File: config.mk
export PLATFORM = sky130hd
export DESIGN_NAME = multi_tick_gen
export DESIGN_NICKNAME = d
export VERILOG_FILES = /design/src/rtl/tick_gen_pkg.sv /design/src/rtl/tick_gen_ch.sv /design/src/rtl/multi_tick_gen.sv
export SDC_FILE = /design/constraint.sdc
export NUM_CORES = 1
export LEC_CHECK = 0
export CORE_UTILIZATION = 40
export CTS_CLUSTER_SIZE = 12
export DETAILED_ROUTE_END_ITERATION = 6
export GPL_TIMING_DRIVEN = 1
export PLACE_DENSITY = 0.59
export SETUP_SLACK_MARGIN = 0.2
export SKIP_LAST_GASP = 1
export SLEW_MARGIN = 0
export SYNTH_ARGS = -nofsm -noshare
export SYNTH_HDL_FRONTEND = slang
export SYNTH_SLANG_ARGS = --single-unit
File: constraint.sdc
create_clock -name clk -period 9.6 [get_ports clk]
set_input_delay 0.96 -clock clk [delete_from_list [all_inputs] [get_ports clk]]
set_output_delay 0.96 -clock clk [all_outputs]
set_load 0.01 [all_outputs]
File: src/rtl/tick_gen_pkg.sv
// Shared types and defaults for the multi-channel tick / clock-enable generator.
package tick_gen_pkg;

  localparam int CNT_W = 28;

  typedef logic [CNT_W-1:0] cnt_t;

  // 1 s period, 50 % duty at a 100 MHz system clock
  localparam cnt_t DEF_DIV  = cnt_t'(100_000_000);
  localparam cnt_t DEF_HIGH = cnt_t'(50_000_000);

  typedef struct packed {
    cnt_t div;
    cnt_t high;
  } chan_cfg_t;

  // A period needs at least two counts, and the high time cannot exceed the period
  function automatic logic cfg_values_ok(input cnt_t div, input cnt_t high);
    return (div >= cnt_t'(2)) && (high <= div);
  endfunction

endpackage

File: src/rtl/tick_gen_ch.sv
// One divider channel: free-running counter, shadow/active configuration with a
// pending flag, and registered square-wave and strobe outputs.
module tick_gen_ch #(
  parameter tick_gen_pkg::cnt_t DEF_DIV  = tick_gen_pkg::DEF_DIV,
  parameter tick_gen_pkg::cnt_t DEF_HIGH = tick_gen_pkg::DEF_HIGH
) (
  input  logic                   clk,
  input  logic                   reset,
  input  logic                   i_en,
  input  logic                   i_sync,
  input  logic                   i_wr,
  input  tick_gen_pkg::chan_cfg_t i_cfg,
  output logic                   o_outclk,
  output logic                   o_tick
);
  import tick_gen_pkg::*;

  localparam chan_cfg_t RST_CFG = '{div: DEF_DIV, high: DEF_HIGH};

  cnt_t      r_cnt;
  chan_cfg_t r_act;
  chan_cfg_t r_shd;
  logic      r_pend;
  logic      r_outclk;
  logic      r_tick;

  cnt_t      w_cnt_next;
  chan_cfg_t w_act_next;
  chan_cfg_t w_shd_next;
  logic      w_pend_next;
  logic      w_outclk_next;
  logic      w_tick_next;
  logic      w_last;

  assign w_last = (r_cnt == (r_act.div - cnt_t'(1)));

  // Next-state: sync beats wrap beats count; a write in the same cycle lands after any transfer
  always_comb begin
    w_cnt_next    = r_cnt;
    w_act_next    = r_act;
    w_shd_next    = r_shd;
    w_pend_next   = r_pend;
    w_outclk_next = 1'b0;
    w_tick_next   = 1'b0;

    if (!i_en) begin
      // Idle channel: hold at count 0 and take any pending config straight away
      w_cnt_next = '0;
      if (r_pend) begin
        w_act_next  = r_shd;
        w_pend_next = 1'b0;
      end
    end else begin
      w_outclk_next = (r_cnt < r_act.high);
      // A sync-truncated period never produces a strobe
      w_tick_next   = w_last && !i_sync;
      if (i_sync || w_last) begin
        w_cnt_next = '0;
        if (r_pend) begin
          w_act_next  = r_shd;
          w_pend_next = 1'b0;
        end
      end else begin
        w_cnt_next = r_cnt + cnt_t'(1);
      end
    end

    if (i_wr) begin
      w_shd_next  = i_cfg;
      w_pend_next = 1'b1;
    end
  end

  // State and output registers, cleared asynchronously
  always_ff @(posedge clk or negedge reset) begin
    if (!reset) begin
      r_cnt    <= '0;
      r_act    <= RST_CFG;
      r_shd    <= RST_CFG;
      r_pend   <= 1'b0;
      r_outclk <= 1'b0;
      r_tick   <= 1'b0;
    end else begin
      r_cnt    <= w_cnt_next;
      r_act    <= w_act_next;
      r_shd    <= w_shd_next;
      r_pend   <= w_pend_next;
      r_outclk <= w_outclk_next;
      r_tick   <= w_tick_next;
    end
  end

  assign o_outclk = r_outclk;
  assign o_tick   = r_tick;

endmodule

File: src/rtl/multi_tick_gen.sv
// Multi-channel programmable clock-enable / strobe generator: validates and
// decodes config writes, instantiates one divider per channel.
module multi_tick_gen #(
  parameter int                 NUM_CH   = 4,
  parameter tick_gen_pkg::cnt_t DEF_DIV  = tick_gen_pkg::DEF_DIV,
  parameter tick_gen_pkg::cnt_t DEF_HIGH = tick_gen_pkg::DEF_HIGH,
  localparam int                CH_W     = (NUM_CH > 1) ? $clog2(NUM_CH) : 1
) (
  input  logic                      clk,
  input  logic                      reset,
  input  logic                      cfg_wr,
  input  logic [CH_W-1:0]           cfg_ch,
  input  tick_gen_pkg::cnt_t        cfg_div,
  input  tick_gen_pkg::cnt_t        cfg_high,
  input  logic [NUM_CH-1:0]         en,
  input  logic                      sync,
  output logic [NUM_CH-1:0]         outclk,
  output logic [NUM_CH-1:0]         tick,
  output logic                      cfg_err
);
  import tick_gen_pkg::*;

  localparam logic [CH_W:0] NUM_CH_EXT = (CH_W + 1)'(NUM_CH);

  chan_cfg_t         w_cfg;
  logic              w_vals_ok;
  logic              w_ch_bad;
  logic [NUM_CH-1:0] w_wr;
  logic [NUM_CH-1:0] w_rej;
  logic              w_err_next;
  logic              r_cfg_err;

  assign w_cfg      = '{div: cfg_div, high: cfg_high};
  assign w_vals_ok  = cfg_values_ok(cfg_div, cfg_high);
  // Only reachable when NUM_CH is not a power of two
  assign w_ch_bad   = ({1'b0, cfg_ch} >= NUM_CH_EXT);
  assign w_err_next = (cfg_wr && w_ch_bad) || (|w_rej);

  genvar gi;
  generate
    for (gi = 0; gi < NUM_CH; gi++) begin : g_ch
      logic w_sel;

      assign w_sel     = cfg_wr && (cfg_ch == CH_W'(gi));
      assign w_wr[gi]  = w_sel && w_vals_ok;
      assign w_rej[gi] = w_sel && !w_vals_ok;

      tick_gen_ch #(
        .DEF_DIV  (DEF_DIV),
        .DEF_HIGH (DEF_HIGH)
      ) u_ch (
        .clk      (clk),
        .reset    (reset),
        .i_en     (en[gi]),
        .i_sync   (sync),
        .i_wr     (w_wr[gi]),
        .i_cfg    (w_cfg),
        .o_outclk (outclk[gi]),
        .o_tick   (tick[gi])
      );
    end
  endgenerate

  // One-cycle reject pulse, registered so it follows the offending write
  always_ff @(posedge clk or negedge reset) begin
    if (!reset) begin
      r_cfg_err <= 1'b0;
    end else begin
      r_cfg_err <= w_err_next;
    end
  end

  assign cfg_err = r_cfg_err;

endmodule

==> results of run 1 <==
## logic make-up after synthesis
logic type | synth area share [%]
mux | 17.21
fa+ha+maj | 5.953
xor+xnor | 6.598
simple gates | 12.46
flops | 48.17
buf+inv | 3.824
compound gates | 5.788
## where the power goes
group	total, mW	internal [mW]	switching (mW)
Sequential	4.05	3.39	0.662
Combinational	2.18	1.07	1.12
Clock	2.24	1.29	0.944
## state kept, by name, summed over array words and instances, names as in the netlist
name and flops:
cfg_err 1, g_ch.u_ch.o_outclk 4, g_ch.u_ch.o_tick 4, g_ch.u_ch.r_act 224, g_ch.u_ch.r_cnt 112, g_ch.u_ch.r_pend 4
g_ch.u_ch.r_shd 224
## cells in the final DEF (no fill, tap or decap), drive strengths merged, types with 48 or more instances in the layout
cell type,synthesis,final
mux2,450,450
dfrtp,381,381
nor2,208,208
dfstp,192,192
inv,175,175
ha,144,144
xor2,116,116
xnor2,112,112
clkbuf,61,100
nand2,88,88
clkdlybuf4s50,0,73
nand3,62,62
nand4,59,59
a21o,56,56
nor4,48,48
## per-stage QoR
stage	std cells	setup slack (ns)	utilization [%]	hold slack, ns	power (mW)
after floorplan	2661	5.908	-	0.4522	5.520
after global placement	3648	4.697	43.04	0.4633	6.151
after detailed placement	3648	4.595	43.04	0.4717	6.268
after CTS	3759	4.747	45.55	0.3583	8.560
after global routing	3759	4.488	45.55	0.3914	9.043
final	3767	4.762	45.57	0.3200	8.468
## critical path, stage by stage, from the launching register on
cell and delay [ns]:
dfrtp_1 0.44, inv_1 0.09, ha_1 0.17, nor3b_1 0.58, nand4_1 0.56, o21a_1 0.35, or4_1 0.51, nand3_1 0.10
nand4b_1 0.29, a21oi_4 0.55, buf_4 0.63, mux2_1 0.38
## worst max-delay path by stage
stage                           startpoint                     end  slack [ns]
global route        g_ch[0].u_ch.r_act[28]  g_ch[0].u_ch.r_act[45]        4.49
finish              g_ch[0].u_ch.r_act[28]  g_ch[0].u_ch.r_act[45]        4.76
global placement               cfg_div[16]   g_ch[0].u_ch.r_shd[2]        4.70
detailed placement             cfg_div[16]  g_ch[0].u_ch.r_shd[34]        4.59
floorplan                       cfg_div[9]  g_ch[0].u_ch.r_shd[10]        5.91
CTS                 g_ch[0].u_ch.r_act[28]  g_ch[0].u_ch.r_act[28]        4.75
## layer usage
layer | vias up | wire length (um) | GRT usage, %
li1 | 9595 | - | -
met1 | 10334 | 35200 | 28.87
met2 | 497 | 35490 | 33.09
met3 | 156 | 5391 | 3.746
met4 | 6 | 3278 | 8.675
met5 | - | 35 | 0
## cell type report
class | instances | share of cell area [%]
flip-flops and latches | 573 | 42.83
multi-input cells | 1811 | 42.81
clock buffers | 100 | 5.179
well taps | 969 | 3.562
repair buffers | 120 | 3.315
inverters | 175 | 1.930
clock inverters | 11 | 0.3161
diodes | 8 | 0.05881
==> flow_summary.json, run 1 <==
{
  "status": "finished, final reports clean",
  "core_area_um2": 74700,
  "endpoint_kind": "flop",
  "yosysWarningCount": 0,
  "min_period_ns": 4.838,
  "firstDrtPassIters": 5,
  "max-vdd-ir-drop_v": 0.0001472,
  "viasPerCell": 5.465,
  "path_class": "flop to flop",
  "drtIter0Drc": 1506,
  "synth.distinct_cells": 77,
  "syn2layout_area_growth_pct": 12.48,
  "powerDensity_nw_per_um2": 248.8,
  "r2r_slack_ns": 4.76,
  "finalHoldViolations": 0,
  "synthArstFlopShare_pct": 100.0,
  "hpwl_um": 55490,
  "seq_area_frac_synth_pct": 48.17,
  "post_cts_buffers": 0,
  "reg2reg_depth": 11,
  "regArea_um2": 14580,
  "grt_pass1_wl_um": 125300,
  "avgSynthCellArea_um2": 11.37,
  "start_util_pct": 40.52,
  "numClockSinks": 573,
  "totalNegativeSetupSlack_ns": 0,
  "hp-class": "primary input to async pin",
  "path_clk_slew_ns": 0.06,
  "synth_edf_count": 0,
  "r2r-start": "g_ch[0].u_ch.r_act[28]",
  "synth_largest_area_cell": "dfrtp_1",
  "die_h_um": 277.1,
  "rows": 100,
  "slew-limit-headroom_pct": 25.81,
  "synth.cell_area_um2": 30270,
  "num-fill-cells": 6665,
  "io_pins": 75,
  "grt_pass1_vias": 21109,
  "grt_usage_pct": 21.13,
  "setup_violations": 0,
  "ant_nets": 0,
  "cp.required_ns": 10.10,
  "critPathLaunchType": "flop",
  "grt-ovfl-total": 0,
  "nets": 2950,
  "synth.net_count": 2871,
  "cts_tree": "done",
  "path_max_fanout": 44,
  "grt_max_degree": 179,
  "synth_top_area_share_pct": 31.50,
  "postRouteWirelength_um": 79390,
  "synthesis.instances": 2661,
  "synth_most_common_cell": "mux2_1",
  "arrival_ns": 5.34,
  "gp_congestion": 0.9318,
  "fin_crit_sh_pct": 50.39,
  "root_buffer": "clkbuf_16",
  "drive_above_1_share_pct": 13.91,
  "r2r-end": "g_ch[0].u_ch.r_act[45]",
  "die_w_um": 277.1,
  "grt_antenna_before_repair": 17,
  "clk_latency_ns": 0.62,
  "h-tree-depth": 2,
  "multi_input_area_um2": 14570,
  "routedWlPerCell_um": 21.08,
  "ys_ff_latch": 573,
  "cts_buffers": 59,
  "synthFlopType": "dfrtp_1",
  "io_buffers": 74,
  "power.leakage_nw": 14.83,
  "dieArea_um2": 76770,
  "slew_viol_final": 0,
  "dpl_cell_area_um2": 32150,
  "max_clock_freq_mhz": 206.7,
  "synthTopCellsByCount": "404 x mux2_1, 381 x dfrtp_1, 208 x nor2_1",
  "cts_resized": 0,
  "drc": 0,
  "worst_clock_skew_ns": 0.01023,
  "clk_path_buf_depth": 3,
  "worst_slew_pin_slew_ns": 1.110,
  "synthTopCellsByArea": "dfrtp_1 32%, dfstp_2 17%, mux2_1 15%",
  "grt_setup_unrepaired": "false",
  "vias": 20588,
  "final_area_um2": 34040,
  "cts_hold_buf": 0,
  "timing.max_cap.violations": 0
}
Note: power is estimated with default switching activity, not from simulation.
==> run 2, diff against run 1 <==
==> constraint.sdc (replaced) <==
create_clock -name clk -period 4.9 [get_ports clk]
set_input_delay 0.49 -clock clk [delete_from_list [all_inputs] [get_ports clk]]
set_output_delay 0.49 -clock clk [all_outputs]
set_load 0.01 [all_outputs]
==> flow_summary.json, run 2 (same netlist as run 1, synthesis figures left out) <==
{
  "root_buffer": "clkbuf_16",
  "grt_max_degree": 108,
  "drtIter0Drc": 1291,
  "worst_clock_skew_ns": 0.01488,
  "max-vdd-ir-drop_v": 0.0003200,
  "io_buffers": 74,
  "firstDrtPassIters": 5,
  "cp.required_ns": 5.42,
  "path_max_fanout": 57,
  "path_clk_slew_ns": 0.06,
  "arrival_ns": 4.64,
  "post_cts_buffers": 0,
  "grt_pass1_vias": 20995,
  "finalHoldViolations": 0,
  "io_pins": 75,
  "hpwl_um": 60130,
  "cts_tree": "done",
  "slew-limit-headroom_pct": 33.15,
  "clk_path_buf_depth": 3,
  "min_period_ns": 4.118,
  "setup_violations": 0,
  "min_path_cells": 1,
  "die_w_um": 277.1,
  "power.leakage_nw": 15.06,
  "status": "finished, final reports clean",
  "grt_setup_unrepaired": "false",
  "start_util_pct": 40.52,
  "path_class": "primary input to flop",
  "viasPerCell": 5.470,
  "routedWlPerCell_um": 22.16,
  "postRouteWirelength_um": 84020,
  "layout_common_cells": "404 x mux2_1, 381 x dfrtp_1, 208 x nor2_1",
  "layout_commonest_cell": "mux2_1",
  "die_h_um": 277.1,
  "drc": 0,
  "critPathLaunchType": "primary input",
  "num-fill-cells": 6764,
  "grt_usage_pct": 22.14,
  "clk_latency_ns": 0.64,
  "syn2layout_area_growth_pct": 13.79,
  "reg2reg_depth": 8,
  "dieArea_um2": 76770,
  "powerDensity_nw_per_um2": 491.4,
  "reg.largest.list": "g_ch.u_ch.r_act x224, g_ch.u_ch.r_shd x224, g_ch.u_ch.r_cnt x112",
  "endpoint_kind": "flop",
  "drive_above_1_share_pct": 15.02,
  "vias": 20742,
  "utilization_pct": 46.10,
  "numClockSinks": 573,
  "hp-class": "flop to flop",
  "ant_nets": 0,
  "rows": 100,
  "max_clock_freq_mhz": 242.8,
  "gp_congestion": 0.8941,
  "report.power.total_mw": 16.92,
  "h-tree-depth": 2,
  "core_area_um2": 74700,
  "timing.max_cap.violations": 0,
  "worst_slew_pin_slew_ns": 0.9923,
  "grt_antenna_before_repair": 9,
  "nets": 2980,
  "grt_pass1_wl_um": 130000,
  "cts_buffers": 60,
  "grt-ovfl-total": 0,
  "slew_viol_final": 0,
  "totalNegativeSetupSlack_ns": 0,
  "fin_crit_sh_pct": 84.04
}
run 2: cell types whose count changed in the layout (fill, tap and decap cells not counted), moves of 3 or more:
cell      previous run  this run
buf_4               43        65
diode_2              8         1
clkbuf_8             9        14
clkbuf_1            30        25
buf_12               3         9
clkinv_8             0         3
run 2: through the flow:
step                std cells  setup slack [ns]  area [um^2]  hold WS [ns]
floorplan                2661             1.410        30270        0.1944
global placement         3676            0.2684        32440        0.4628
detailed placement       3676            0.2803        32440        0.4714
CTS                      3791            0.8484        34440        0.4826
global route             3791            0.5933        34440        0.4934
finish                   3792            0.7822        34440        0.4797
run 2: routing by layer:
layer  GRT usage [%]  part of all wire [%]  up-vias
li1                -                     -     9653
met1           30.29                    46    10578
met2           35.71                    46      389
met3           2.573                   3.7      122
met4           8.917                   4.2        0
met5               0                     0        -
run 2: path summary, 6_finish.rpt:
kind                                           to  slack (ns)              startpoint
hold reg to reg            g_ch[3].u_ch.r_act[47]        0.48  g_ch[3].u_ch.r_shd[47]
hold / removal             g_ch[3].u_ch.r_act[47]        0.48  g_ch[3].u_ch.r_shd[47]
setup reg to reg           g_ch[1].u_ch.r_act[45]        0.80  g_ch[1].u_ch.r_act[35]
min in group asynchronous   g_ch[0].u_ch.r_shd[0]        0.50                   reset
max in group asynchronous  g_ch[2].u_ch.r_act[53]        3.11                   reset
setup / recovery            g_ch[1].u_ch.r_shd[4]        0.78            cfg_high[26]
run 2: power breakdown:
group	switching (mW)	total (mW)	internal, mW	leakage, nW
Combinational	2.23	4.35	2.11	7.26
Sequential	1.35	7.98	6.64	6.83
Clock	1.94	4.59	2.65	0.971
Total	5.52	16.9	11.4	15.1
run 2: layout make-up:
| type | instances | area, um^2 | share of cell area, % |
|---|---|---|---|
| Inverter | 175 | 656.9 | 1.907 |
| Clock inverter | 13 | 151.4 | 0.4396 |
| Antenna cell | 1 | 2.502 | 0.007266 |
| Clock buffer | 101 | 1838 | 5.337 |
| Timing Repair Buffer | 149 | 1424 | 4.135 |
| Tap cell | 969 | 1212 | 3.521 |
| Multi-Input combinational cell | 1811 | 14570 | 42.32 |
| Sequential cell | 573 | 14580 | 42.33 |
run 2: what timing repair did:
item | 4_1_cts | 5_1_grt
hold buffers | 1 | 0
hold endpoints to repair | 72 | 0
gates resized for setup | 0 | 0
setup endpoints to repair | 0 | 0
run 2: worst max-delay path, cell delays in order:
cell,delay [ns]
clkdlybuf4s50_1,0.40
buf_4,0.21
ha_1,0.31
nand4_1,0.47
o21ai_0,0.98
a21oi_1,0.14
o21ai_1,0.34
or3_2,0.21
buf_4,0.61
mux2_2,0.42
==> run 3, diff against run 2 <==
--- a/config.mk
+++ b/config.mk
@@ -9,7 +9,7 @@
 export CTS_CLUSTER_SIZE = 12
 export DETAILED_ROUTE_END_ITERATION = 6
 export GPL_TIMING_DRIVEN = 1
-export PLACE_DENSITY = 0.59
+export PLACE_DENSITY = 0.61
 export SETUP_SLACK_MARGIN = 0.2
 export SKIP_LAST_GASP = 1
 export SLEW_MARGIN = 0
==> constraint.sdc (replaced) <==
create_clock -name clk -period 3.5 [get_ports clk]
set_input_delay 0.35 -clock clk [delete_from_list [all_inputs] [get_ports clk]]
set_output_delay 0.35 -clock clk [all_outputs]
set_load 0.01 [all_outputs]
==> flow_summary.json, run 3 (same netlist as run 1, synthesis figures left out) <==
{
  "io_pins": 75,
  "nets": 3109,
  "grt_pass1_wl_um": 134300,
  "grt-ovfl-total": 0,
  "root_buffer": "clkbuf_16",
  "power.leakage_nw": 16.24,
  "die_w_um": 277.1,
  "grt_pass1_vias": 21781,
  "dieArea_um2": 76770,
  "crit_chain": "or4_4, or3_4, or4_4, or4_4, a31oi_4, a41o_4, buf_6, clkbuf_16, mux2_1",
  "path_max_fanout": 8,
  "num-fill-cells": 6487,
  "grt_usage_pct": 22.83,
  "viasPerCell": 5.506,
  "multi_input_area_um2": 15470,
  "powerDensity_nw_per_um2": 688.6,
  "layout_common_cells": "377 x dfrtp_1, 310 x mux2_1, 206 x nor2_1",
  "seqPwrFrac_pct": 44.4,
  "critPathTopFamily": "simple AND/OR/NAND/NOR gates",
  "regArea_um2": 14580,
  "postRouteWirelength_um": 88800,
  "start_util_pct": 40.52,
  "hpwl_um": 62730,
  "worst_slew_pin_slew_ns": 0.7153,
  "power_frac_clock_pct": 25.0,
  "numClockSinks": 573,
  "core_area_um2": 74700,
  "io_buffers": 74,
  "fin_crit_sh_pct": 97.66,
  "grt_setup_unrepaired": "true",
  "switching_share_pct": 33.23,
  "arrival_ns": 3.98,
  "h-tree-depth": 2,
  "slew_viol_final": 0,
  "routedWlPerCell_um": 22.64,
  "firstDrtPassIters": 5,
  "crit_top_cell": "or4_4",
  "drtIter0Drc": 1592,
  "crit_slowest_cell": "or4_4",
  "syn2layout_area_growth_pct": 21.58,
  "path_buf_inv": 2,
  "vias": 21596,
  "setup_slack_ns": 0.08185,
  "min_period_ns": 3.418,
  "drive_above_1_share_pct": 24.31,
  "worst_clock_skew_ns": 0.02515,
  "max-vdd-ir-drop_v": 0.0003913,
  "cts_tree": "done",
  "path_class": "flop to flop",
  "pre_cts_ws_ns": -0.4683,
  "grt_max_degree": 96,
  "reg2reg_depth": 9,
  "reg.largest.list": "g_ch.u_ch.r_act x224, g_ch.u_ch.r_shd x224, g_ch.u_ch.r_cnt x112",
  "combPwrFrac_pct": 30.6,
  "r2r-start": "g_ch[1].u_ch.r_act[41]",
  "max_clock_freq_mhz": 292.6,
  "max_stage_delay_ns": 0.53,
  "timing.max_cap.violations": 0,
  "p_int_mw": 16.92,
  "setup_violations": 0,
  "r2r_slack_ns": 0.08,
  "cp.required_ns": 4.06,
  "endpoint_kind": "flop",
  "drc": 0,
  "rows": 100,
  "utilization_pct": 49.26,
  "die_h_um": 277.1,
  "status": "finished, final reports clean",
  "grt_antenna_before_repair": 7,
  "finalHoldViolations": 0,
  "power_switching_mw": 8.420,
  "clk_path_buf_depth": 3,
  "r2r-end": "g_ch[1].u_ch.r_act[23]",
  "hp-class": "primary input to async pin",
  "path_clk_slew_ns": 0.06,
  "clk_latency_ns": 0.64,
  "ant_nets": 0,
  "slew-limit-headroom_pct": 52.26,
  "critPathLaunchType": "flop",
  "cts_buffers": 59,
  "layout_commonest_cell": "dfrtp_1",
  "gp_congestion": 0.9171
}
==> run 3: timing repair <==
| item | in CTS | in global routing |
|---|---|---|
| pin swaps | 11 | 38 |
| resized for setup | 49 | 163 |
| endpoints found under the hold margin | 27 | 0 |
| hold buffers | 1 | 0 |
| endpoints found under the setup margin | 229 | 364 |
| setup buffers | 12 | 19 |
| gates cloned | 6 | 12 |
==> run 3: worst max-delay path by stage <==
stage | from | to | slack (ns) | cells past startpoint
floorplan | g_ch[1].u_ch.r_act[41] | g_ch[1].u_ch.r_act[18] | 0.21 | 9
global placement | cfg_div[9] | g_ch[2].u_ch.r_shd[3] | -0.36 | 12
detailed placement | cfg_div[17] | g_ch[2].u_ch.r_shd[3] | -0.47 | 12
CTS | g_ch[2].u_ch.r_act[30] | g_ch[2].u_ch.r_act[18] | 0.07 | 10
global route | g_ch[2].u_ch.r_act[30] | g_ch[2].u_ch.r_act[52] | -0.02 | 15
finish | g_ch[1].u_ch.r_act[41] | g_ch[1].u_ch.r_act[23] | 0.08 | 9
==> run 3: area by class of cell <==
class,instances,area share [%]
tap,969,3.295
clock inverter,10,0.2516
multi-input combinational,1811,42.03
timing repair buffer,279,7.953
inverter,175,1.785
antenna,3,0.02040
clock buffer,102,5.029
sequential,573,39.63
==> run 3: metal layers <==
metal,vias to the layer above,wire [um],GRT usage (%)
li1,9905,-,-
met1,11052,41830,32.84
met2,497,39800,35.62
met3,142,3655,2.455
met4,0,3520,7.991
met5,-,0,0
==> run 3: metrics by stage <==
stage / setup TNS (ns) / power, mW / area, um^2 / cells / hold slack (ns)
finish: 0 / 25.34 / 36800 / 3922 / 0.2682
CTS: 0 / 24.50 / 35650 / 3888 / 0.2656
detailed placement: -80.87 / 17.79 / 33220 / 3757 / 0.3534
floorplan: 0 / 15.18 / 30310 / 2661 / 0.05441
global placement: -59.28 / 17.43 / 33220 / 3757 / 0.3468
global route: -0.08599 / 26.82 / 36790 / 3920 / 0.3027
==> run 3: power groups by stage <==
stage	clock [mW]	sequential, mW	combinational, mW
2_1_floorplan	0	10.4	4.81
3_3_place_gp	0	11.1	6.33
3_5_place_dp	0	11.2	6.61
4_1_cts	6.47	11.1	6.94
5_1_grt	6.74	11.5	8.54
6_report	6.34	11.2	7.76
